### src/rtl/branch_ex_pkg.sv
// Shared types and constants for the branch execution stage.
// The optional statistics counters are enabled with the BRANCH_STAT_EN macro.
package branch_ex_pkg;

    typedef enum logic [1:0] {
        ST_EMPTY = 2'd0,
        ST_ONE   = 2'd1,
        ST_TWO   = 2'd2
    } state_e;

    localparam logic [5:0] OP_BEQ  = 6'd1;
    localparam logic [5:0] OP_BNE  = 6'd2;
    localparam logic [5:0] OP_BLT  = 6'd3;
    localparam logic [5:0] OP_BGE  = 6'd4;
    localparam logic [5:0] OP_BLTU = 6'd5;
    localparam logic [5:0] OP_BGEU = 6'd6;
    localparam logic [5:0] OP_JAL  = 6'd7;
    localparam logic [5:0] OP_JALR = 6'd8;

    // Tag value shown on resTag when no instruction has ever been held.
    localparam int unsigned TAG_FREE = 0;

endpackage

### src/rtl/branch_ex_chk.sv
// Protocol checker for branch_ex: the reservation station must not issue
// into a full stage (an issue coinciding with clear is harmlessly dropped).
module branch_ex_chk (
    input logic clk,
    input logic rst,
    input logic rdy,
    input logic clear,
    input logic issue_i,
    input logic busy_i
);

    a_no_issue_when_busy: assert property (
        @(posedge clk) disable iff (rst) !(rdy && !clear && issue_i && busy_i)
    ) else $error("branch_ex: issue while busy, instruction ignored");

endmodule

### src/rtl/branch_ex_resolve.sv
// branch_resolve: combinational condition/target/link/mispredict evaluation
// for a single branch or jump.
module branch_resolve
    import branch_ex_pkg::*;
#(
    parameter int DATA_W = 32,
    parameter int ADDR_W = 32,
    parameter int OP_W   = 6
) (
    input  logic [OP_W-1:0]   op_i,
    input  logic [DATA_W-1:0] opa_i,
    input  logic [DATA_W-1:0] opb_i,
    input  logic [DATA_W-1:0] imm_i,
    input  logic [ADDR_W-1:0] pc_i,
    input  logic [ADDR_W-1:0] pred_pc_i,
    output logic [ADDR_W-1:0] next_pc_o,
    output logic [DATA_W-1:0] link_o,
    output logic              mispredict_o
);

    logic              taken_s;
    logic [ADDR_W-1:0] pc_plus4_s;
    logic [ADDR_W-1:0] target_s;

    // Condition, target and link selection per opcode
    always_comb begin
        pc_plus4_s = pc_i + ADDR_W'(4);
        target_s   = pc_i + ADDR_W'(imm_i);
        taken_s    = 1'b0;
        link_o     = '0;
        case (op_i)
            OP_BEQ:  taken_s = (opa_i == opb_i);
            OP_BNE:  taken_s = (opa_i != opb_i);
            OP_BLT:  taken_s = ($signed(opa_i) <  $signed(opb_i));
            OP_BGE:  taken_s = ($signed(opa_i) >= $signed(opb_i));
            OP_BLTU: taken_s = (opa_i <  opb_i);
            OP_BGEU: taken_s = (opa_i >= opb_i);
            OP_JAL: begin
                taken_s = 1'b1;
                link_o  = DATA_W'(pc_plus4_s);
            end
            OP_JALR: begin
                taken_s  = 1'b1;
                link_o   = DATA_W'(pc_plus4_s);
                target_s = ADDR_W'(opa_i + imm_i) & ~ADDR_W'(1);
            end
            default: taken_s = 1'b0;
        endcase
        next_pc_o    = taken_s ? target_s : pc_plus4_s;
        mispredict_o = (next_pc_o != pred_pc_i);
    end

endmodule

### src/rtl/branch_ex.sv
// branch_ex: branch execution stage with output register and one-entry skid
// buffer toward the CDB. Define BRANCH_STAT_EN to add saturating stat counters.
module branch_ex
    import branch_ex_pkg::*;
#(
    parameter int DATA_W = 32,
    parameter int ADDR_W = 32,
    parameter int TAG_W  = 4,
    parameter int OP_W   = 6
) (
    input  logic              clk,
    input  logic              rst,
    input  logic              rdy,
    input  logic              clear,
    input  logic              BranchWorkEn,
    input  logic [DATA_W-1:0] operandO,
    input  logic [DATA_W-1:0] operandT,
    input  logic [DATA_W-1:0] imm,
    input  logic [OP_W-1:0]   opCode,
    input  logic [ADDR_W-1:0] PC,
    input  logic [TAG_W-1:0]  destTag,
    input  logic [ADDR_W-1:0] predPC,
    output logic              busy,
    output logic              resValid,
    output logic [TAG_W-1:0]  resTag,
    output logic [DATA_W-1:0] resData,
    output logic              resMispredict,
    output logic [ADDR_W-1:0] resNextPC,
    input  logic              cdbGrant
`ifdef BRANCH_STAT_EN
    ,
    output logic [31:0]       statBranches,
    output logic [31:0]       statMispredicts
`endif
);

    state_e            state_q, state_d;
    logic              out_load_new_s, out_load_skd_s, skd_load_s;
    logic [ADDR_W-1:0] new_npc_s;
    logic [DATA_W-1:0] new_link_s;
    logic              new_mis_s;

    logic [TAG_W-1:0]  out_tag_q, skd_tag_q;
    logic [DATA_W-1:0] out_data_q, skd_data_q;
    logic              out_mis_q, skd_mis_q;
    logic [ADDR_W-1:0] out_npc_q, skd_npc_q;

    branch_resolve #(.DATA_W(DATA_W), .ADDR_W(ADDR_W), .OP_W(OP_W)) u_resolve (
        .op_i        (opCode),
        .opa_i       (operandO),
        .opb_i       (operandT),
        .imm_i       (imm),
        .pc_i        (PC),
        .pred_pc_i   (predPC),
        .next_pc_o   (new_npc_s),
        .link_o      (new_link_s),
        .mispredict_o(new_mis_s)
    );

    branch_ex_chk u_chk (
        .clk    (clk),
        .rst    (rst),
        .rdy    (rdy),
        .clear  (clear),
        .issue_i(BranchWorkEn),
        .busy_i (busy)
    );

    // Next-state and register load selection for the OUT/SKD pair
    always_comb begin
        state_d        = state_q;
        out_load_new_s = 1'b0;
        out_load_skd_s = 1'b0;
        skd_load_s     = 1'b0;
        if (clear) begin
            state_d = ST_EMPTY;
        end else begin
            case (state_q)
                ST_EMPTY: begin
                    if (BranchWorkEn) begin
                        state_d        = ST_ONE;
                        out_load_new_s = 1'b1;
                    end else begin
                        state_d = ST_EMPTY;
                    end
                end
                ST_ONE: begin
                    if (cdbGrant && BranchWorkEn) begin
                        out_load_new_s = 1'b1;
                    end else if (cdbGrant) begin
                        state_d = ST_EMPTY;
                    end else if (BranchWorkEn) begin
                        state_d    = ST_TWO;
                        skd_load_s = 1'b1;
                    end else begin
                        state_d = ST_ONE;
                    end
                end
                ST_TWO: begin
                    // Issues here are protocol errors and are ignored.
                    if (cdbGrant) begin
                        state_d        = ST_ONE;
                        out_load_skd_s = 1'b1;
                    end else begin
                        state_d = ST_TWO;
                    end
                end
                default: state_d = ST_EMPTY;
            endcase
        end
    end

    // State and result registers; rdy low freezes everything except reset
    always_ff @(posedge clk) begin
        if (rst) begin
            state_q    <= ST_EMPTY;
            out_tag_q  <= TAG_W'(TAG_FREE);
            out_data_q <= '0;
            out_mis_q  <= 1'b0;
            out_npc_q  <= '0;
            skd_tag_q  <= TAG_W'(TAG_FREE);
            skd_data_q <= '0;
            skd_mis_q  <= 1'b0;
            skd_npc_q  <= '0;
        end else if (rdy) begin
            state_q <= state_d;
            if (out_load_new_s) begin
                out_tag_q  <= destTag;
                out_data_q <= new_link_s;
                out_mis_q  <= new_mis_s;
                out_npc_q  <= new_npc_s;
            end else if (out_load_skd_s) begin
                out_tag_q  <= skd_tag_q;
                out_data_q <= skd_data_q;
                out_mis_q  <= skd_mis_q;
                out_npc_q  <= skd_npc_q;
            end
            if (skd_load_s) begin
                skd_tag_q  <= destTag;
                skd_data_q <= new_link_s;
                skd_mis_q  <= new_mis_s;
                skd_npc_q  <= new_npc_s;
            end
        end
    end

    assign resValid      = (state_q != ST_EMPTY);
    assign busy          = (state_q == ST_TWO);
    assign resTag        = out_tag_q;
    assign resData       = out_data_q;
    assign resMispredict = out_mis_q;
    assign resNextPC     = out_npc_q;

`ifdef BRANCH_STAT_EN
    logic        granted_s;
    logic [31:0] stat_br_q, stat_mis_q;

    assign granted_s = rdy && !clear && cdbGrant && resValid;

    // Saturating counters of granted results; immune to clear
    always_ff @(posedge clk) begin
        if (rst) begin
            stat_br_q  <= 32'd0;
            stat_mis_q <= 32'd0;
        end else if (granted_s) begin
            if (stat_br_q != 32'hFFFF_FFFF) begin
                stat_br_q <= stat_br_q + 32'd1;
            end
            if (out_mis_q && (stat_mis_q != 32'hFFFF_FFFF)) begin
                stat_mis_q <= stat_mis_q + 32'd1;
            end
        end
    end

    assign statBranches    = stat_br_q;
    assign statMispredicts = stat_mis_q;
`endif

endmodule

### config.mk
export PLATFORM = sky130hd
export DESIGN_NAME = branch_ex
export DESIGN_NICKNAME = d
export VERILOG_FILES = /design/src/rtl/branch_ex_pkg.sv /design/src/rtl/branch_ex_chk.sv /design/src/rtl/branch_ex_resolve.sv /design/src/rtl/branch_ex.sv
export SDC_FILE = /design/constraint.sdc
export NUM_CORES = 1
export LEC_CHECK = 0
export ABC_AREA = 1
export BUFFER_PORTS_ARGS = -buffer_cell sky130_fd_sc_hd__buf_4
export CAP_MARGIN = 40
export CORE_ASPECT_RATIO = 1.2
export CORE_MARGIN = 2
export CORE_UTILIZATION = 35
export CTS_CLUSTER_SIZE = 30
export DETAILED_ROUTE_END_ITERATION = 8
export PLACE_DENSITY = 0.51
export SETUP_SLACK_MARGIN = 0.02
export SYNTH_ARGS = -nofsm -noshare
export SYNTH_HDL_FRONTEND = slang
export SYNTH_HIERARCHICAL = 1
export SYNTH_SLANG_ARGS = --single-unit
### constraint.sdc
create_clock -name clk -period 3.7 [get_ports clk]
set_clock_uncertainty 0.1 [all_clocks]
set_input_delay 0.74 -clock clk [delete_from_list [all_inputs] [get_ports clk]]
set_output_delay 0.74 -clock clk [all_outputs]
set_load 0.1 [all_outputs]
# ---- Word-level counts from Yosys, hierarchy flattened
# Cells that the tools add are included.
# Widths: inputs -> output; s select.
dict set report word_totals {
  reg_bits 140
  latch_bits 0
  mem_bits_rw 0
  romBits 0
  inputBits 176
  out_inout_bits 71
  elab_cells 68
  memories 0
}
dict set report op_classes {
  n_addsub 3
  mul 0
  div 0
  n_lt_le_gt_ge 4
  n_eq_ne 14
  shift 0
  mux 30
  bitwise_logic 0
  reduce_logical 8
}
# cell count
set ops {}
lappend ops {{$mux 32} 7}
lappend ops {{$add 32x32->32} 2}
lappend ops {{$ge 32x32->1} 2}
lappend ops {{$lt 32x32->1} 2}
lappend ops {{$ne 32x32->1} 2}
lappend ops {{$add 32x3->32 const B} 1}
lappend ops {{$eq 32x32->1} 1}
lappend ops {{$eq 6x3->1 const B} 4}
lappend ops {{$mux 1} 13}
lappend ops {{$eq 6x2->1 const B} 2}
lappend ops {{$mux 2} 5}
lappend ops {{$mux 4} 2}
lappend ops {{$pmux 1 s7} 1}
lappend ops {{$eq 6x1->1 const B} 1}
lappend ops {{$eq 6x4->1 const B} 1}
lappend ops {{$pmux 2 s3} 1}
lappend ops {{$reduce_and 2->1} 3}
lappend ops {{$reduce_bool 2->1} 2}
lappend ops {{$ne 3x3->1 const B} 1}
lappend ops {{$eq 2x1->1 const B} 1}
lappend ops {{$eq 2x2->1 const B} 1}
lappend ops {{$logic_not 2->1} 1}
lappend ops {{$pmux 1 s2} 1}
lappend ops {{$reduce_or 2->1} 1}
lappend ops {{$logic_and 1x1->1} 1}

# ---- Depth between registers and ports, before layout
dict set report logic_depth {
  ltp_word 6
  depth_mapped 32
  ltp_nobuf 31
}

# ---- By module
# Netlist, hierarchy kept.
# mod n_inst cells_each area_each_um2 seq_area_each_um2
set by_module_without_submodules {}
lappend by_module_without_submodules {branch_resolve 1 1348 7010.5 0.0}
lappend by_module_without_submodules {branch_ex 1 995 6324.8 2802.7}

# ---- Worst setup path before layout
# Ideal clock, no wire load.
dict set report synth_path {
  path_type {input port to flip-flop}
  startpoint {input port imm[0]}
  endpoint {register out_mis_q, in the netlist resMispredict}
  setup_ns 0.111
  t_arrival_ns 3.148
  required_time_ns 3.489
  slack_ns 0.341
  cell_stages 25
  n_path_buf 0
  cell_sequence {ha_1 > fa_1 > nand2_1 > nand2_1 > o21ai_0 > o21ai_0 > nand3_1 > nand2_1 > nand2_1 > nand2_1 > or2_2 > nand3_1 > nand2_1 > nand2_1 > nand2_1 > nand2_1 > nand2_1 > nor2_1 > nand3_1 > nor2_1 > nand3_1 > nand2_1 > nand2_1 > nor2_1 > nor2_1}
}
dict set report synth_via {
  elab_chain_cells 5
  elab_cells_between_ends 6
  classes_between {2 x add/sub; 1 x eq/ne; 3 x mux}
}
# item line
set synth_lines {}
lappend synth_lines {{start: declaration} branch_ex.sv:18} ;# input logic [DATA_W-1:0] imm,
lappend synth_lines {{$add 32x32->32, on equally long branches} {branch_ex_resolve.sv:28, branch_ex_resolve.sv:45}}
lappend synth_lines {{$mux 32 *} branch_ex_resolve.sv:31} ;# case (op_i)
lappend synth_lines {{$mux 32 *} branch_ex_resolve.sv:49} ;# next_pc_o = taken_s ? target_s : pc_plus4_s;
lappend synth_lines {{named net new_npc_s[22]} branch_ex.sv:39} ;# logic [ADDR_W-1:0] new_npc_s;
lappend synth_lines {{$ne 32x32->1 *} branch_ex_resolve.sv:50} ;# mispredict_o = (next_pc_o != pred_pc_i);
lappend synth_lines {{named net new_mis_s} branch_ex.sv:41} ;# logic new_mis_s;
lappend synth_lines {{$mux 1 *} branch_ex.sv:127} ;# if (out_load_new_s) begin
lappend synth_lines {{end signal: assignment} branch_ex.sv:130} ;# out_mis_q <= new_mis_s;
lappend synth_lines {{end signal: assignment} branch_ex.sv:135} ;# out_mis_q <= skd_mis_q;
lappend synth_lines {{end: declaration} branch_ex.sv:45} ;# logic out_mis_q, skd_mis_q;
# Mark *: on every way through the listed nets, which the timed path passes. The rest lies on a longest branch.
# A chain may end at the register's enable or synchronous reset.

# ---- Worst setup path in the final report
dict set report layout_path {
  startpoint {input port operandT[17]}
  endpoint {register out_mis_q, in the netlist resMispredict}
}
dict set report layout_via {
  elab_chain_cells 5
  elab_cells_between_ends 10
  classes_between {4 x order compare; 3 x eq/ne; 3 x mux}
}
# item line
set layout_lines {}
lappend layout_lines {{start: declaration} branch_ex.sv:17} ;# input logic [DATA_W-1:0] operandT,
lappend layout_lines {{$ge 32x32->1 (tied with other cells)} branch_ex_resolve.sv:37} ;# OP_BGEU: taken_s = (opa_i >= opb_i);
lappend layout_lines {{$pmux 1 s7 *} branch_ex_resolve.sv:31}
lappend layout_lines {{$mux 32 *} branch_ex_resolve.sv:49}
lappend layout_lines {{$ne 32x32->1 *} branch_ex_resolve.sv:50}
lappend layout_lines {{named net new_mis_s} branch_ex.sv:41}
lappend layout_lines {{$mux 1 *} branch_ex.sv:127}
# Marked as above.

==> metrics.cfg <==
[run_status]
status = finished clean

[timing]
tightestPinTransition_ns = 0.668
slew_violations = 0
max_freq_ghz = 0.277
final-setup-viol-count = 0
period_share_pct = 97.4
tns_ns = 0
slew_headroom_pct = 55.1
worst_slack_ns = 0.0961
finalHoldViolations = 0
fin_crit_ns = 3.60
timing.hold.ws_ns = 0.349

[placed_design]
dpl_worst_slack_ns = -0.465
dpl.hpwl_mm = 42.8
postPlaceCellArea_um2 = 17700
portBuffers = 246
globalplace.congestion = 0.931

[cts]
path_clk_slew_ns = 0.06
cts_sinks = 140
cts_tree = built
clockBufferDepth = 2
cts-root-buf = clkbuf_16
htree_levels = 4
cts_buffers = 17
clkLatencyLatePin_ns = 0.43
hold_buffers = 0

[global_routing]
antenna_found_initial = 2
grt_overflow_total = 0
grt_pass1_wl_mm = 79.5
grt_pass1_vias = 15302
grt_max_degree = 77
grt_use_total_pct = 25.7

[synthesis]
synth_cell_type_count = 48
seq_area_frac_synth_pct = 21.0
avgSynthCellArea_um2 = 5.69
synth_warnings = 6
ys.flop_type = dfxtp_1
syn_nets = 2615
synth-edff-count = 0
synth-seq-cells = 140
synthesis.instances = 2343
ys_async_sr_fraction_pct = 0
syn_area_um2 = 13300

[worst_setup_path]
r2r-end = resNextPC[6]
cp_max_fo = 6
crit_path_start = operandT[17]
worstSetupEndpoint = resMispredict
critPathCaptureType = register
path_class = input pin to register
cpMostUsedCell = nand2_1
ff2ff_setup_slack_ns = 1.45
cp.arrival_ns = 3.83
slowest_stage = ha_4
start_kind = input pin
rr_worst_depth = 8
r2r-start = state_q[0]
max_stage_delay_ns = 0.27
cp.required_ns = 3.93

[detailed_routing]
num_vias = 16073
drt_iter0_markers = 818
antenna_left = 0
remaining_drc_errors = 0
viasPerCell = 4.82
routed_wirelength_mm = 52.4
drt_first_pass_iters = 5
wl_per_cell_um = 15.7

[floorplanning]
die_area_um2 = 39700
die_y_um = 218
core-area_um2 = 37700
rows = 78
start_util_pct = 35.4
die_x_um = 182
io_pins = 247

[finish]
fin_util_pct = 50.7
drive_above_1_share_pct = 26.2
syn2layout_area_growth_pct = 43.3
nNetsFinal = 3115
stdcell_area_um2 = 19100

[job]
maxCapViolCount = 0

[power_and_ir_drop]
ir_drop_v = 0.000340
power_leakage_uw = 0.00983
power_density_nw_per_um2 = 307

[min_path]
hold_class = register to register

timing repair:
action                                  CTS  global route
setup buffers                             0             9
pin swaps                                 0            52
resized for setup                         2           149
endpoints found under the setup margin    1             2
cloned                                    0             4
cells in the final DEF, fill, tap and decap left out, types with 8 or more instances in the layout:
master and instances:
a21oi_1 171, nand3b_1 33, a21oi_2 9, clkbuf_16 19, nand4_1 26, nand2_4 9
o21ai_0 132, ha_4 16, or2_2 9, xnor2_1 17, nor2_1 361, inv_2 11
ha_1 78, nor2_4 8, xor2_1 20, dfxtp_1 140, a21o_1 11, buf_4 541
nor3_1 16, nand2_1 650, nand3_1 106, inv_1 311, nand2_2 45, nor2_2 14
nand3_2 16
worst min path at each step:
stage,startpoint,to,depth (start not counted)
floorplan,skd_data_q[0],skd_data_q[0],2
global placement,skd_data_q[1],skd_data_q[1],2
detailed placement,skd_data_q[14],skd_data_q[14],2
CTS,skd_data_q[14],skd_data_q[14],2
global route,skd_npc_q[25],skd_npc_q[25],2
finish,skd_data_q[1],skd_data_q[1],2
logic make-up after synthesis:
kind of cell	Yosys count	share of synthesized area, %
simple gates	1307	40.7
buf+inv	403	12.4
compound gates	356	14.0
flops	140	21.0
fa+ha+maj	96	9.12
xor+xnor	39	2.56
mux	2	0.150
critical path: cells and delay by family:
| kind | cells | cell delay, ns |
|---|---|---|
| fa+ha+maj | 1 | 0.27 |
| buf+inv | 3 | 0.38 |
| simple gates | 23 | 2.42 |
final cells by class:
type,instances,area (um2)
clock inverter,11,190
clock buffer,21,460
fill,4007,18600
antenna,2,5.00
multi-input combinational,1801,9460
inverter,325,1230
timing repair buffer,558,4350
tap,480,601
sequential,140,2800
state kept, by name, indices dropped and copies added (netlist names):
| name | count |
|---|---|
| resMispredict | 1 |
| skd_mis_q | 1 |
| skd_npc_q | 32 |
| resTag | 4 |
| skd_tag_q | 4 |
| resNextPC | 32 |
| skd_data_q | 32 |
| state_q | 2 |
| resData | 32 |
metrics by stage:
step / total power (uW) / std cells
after global routing: 6190 / 3338
after floorplan: 2910 / 2343
final: 5860 / 3338
after CTS: 5800 / 3324
after detailed placement: 3880 / 3292
after global placement: 3870 / 3291
power by group:
| part | internal (uW) | total [uW] | switching (uW) |
|---|---|---|---|
| Clock | 1230 | 1900 | 667 |
| Sequential | 1560 | 1580 | 27.3 |
| Combinational | 944 | 2380 | 1440 |
Yosys cell counts (2+ instances only):
| master | n | area, um2 |
|---|---|---|
| nand2_1 | 695 | 2610 |
| a21oi_1 | 181 | 906 |
| xor2_1 | 22 | 193 |
| mux2i_1 | 2 | 20.0 |
| and3_1 | 4 | 25.0 |
| nor2_4 | 3 | 33.8 |
| nand3b_1 | 33 | 248 |
| or2_2 | 9 | 56.3 |
| o21ai_2 | 3 | 26.3 |
| buf_2 | 20 | 100 |
| buf_4 | 11 | 82.6 |
| nor2_2 | 8 | 50.1 |
| nor2_1 | 372 | 1400 |
| nand3_1 | 118 | 591 |
| buf_6 | 10 | 113 |
| nor3_1 | 16 | 80.1 |
| nand4_1 | 26 | 163 |
| o22ai_1 | 2 | 12.5 |
| nand3_2 | 5 | 50.1 |
| fa_1 | 2 | 40.0 |
| a21o_1 | 11 | 82.6 |
| ha_1 | 94 | 1180 |
| nor4_1 | 6 | 37.5 |
| o21a_1 | 5 | 37.5 |
| buf_1 | 2 | 7.51 |
| o21ai_1 | 2 | 10.0 |
| xnor2_1 | 17 | 149 |
| dfxtp_1 | 140 | 2800 |
| inv_1 | 323 | 1210 |
| o21ai_0 | 142 | 711 |
| clkbuf_1 | 35 | 131 |
| nand2_2 | 8 | 50.1 |
routing by layer:
metal / share of wire (%) / vias up / wire, um / GRT usage [%]
li1: - / 8414 / - / -
met1: 42 / 7166 / 22200 / 30.3
met2: 49 / 390 / 25900 / 47.0
met3: 3.5 / 103 / 1840 / 2.15
met4: 4.8 / 0 / 2490 / 11.6
met5: 0 / - / 0 / 0
(Power assumes the default switching activity.)
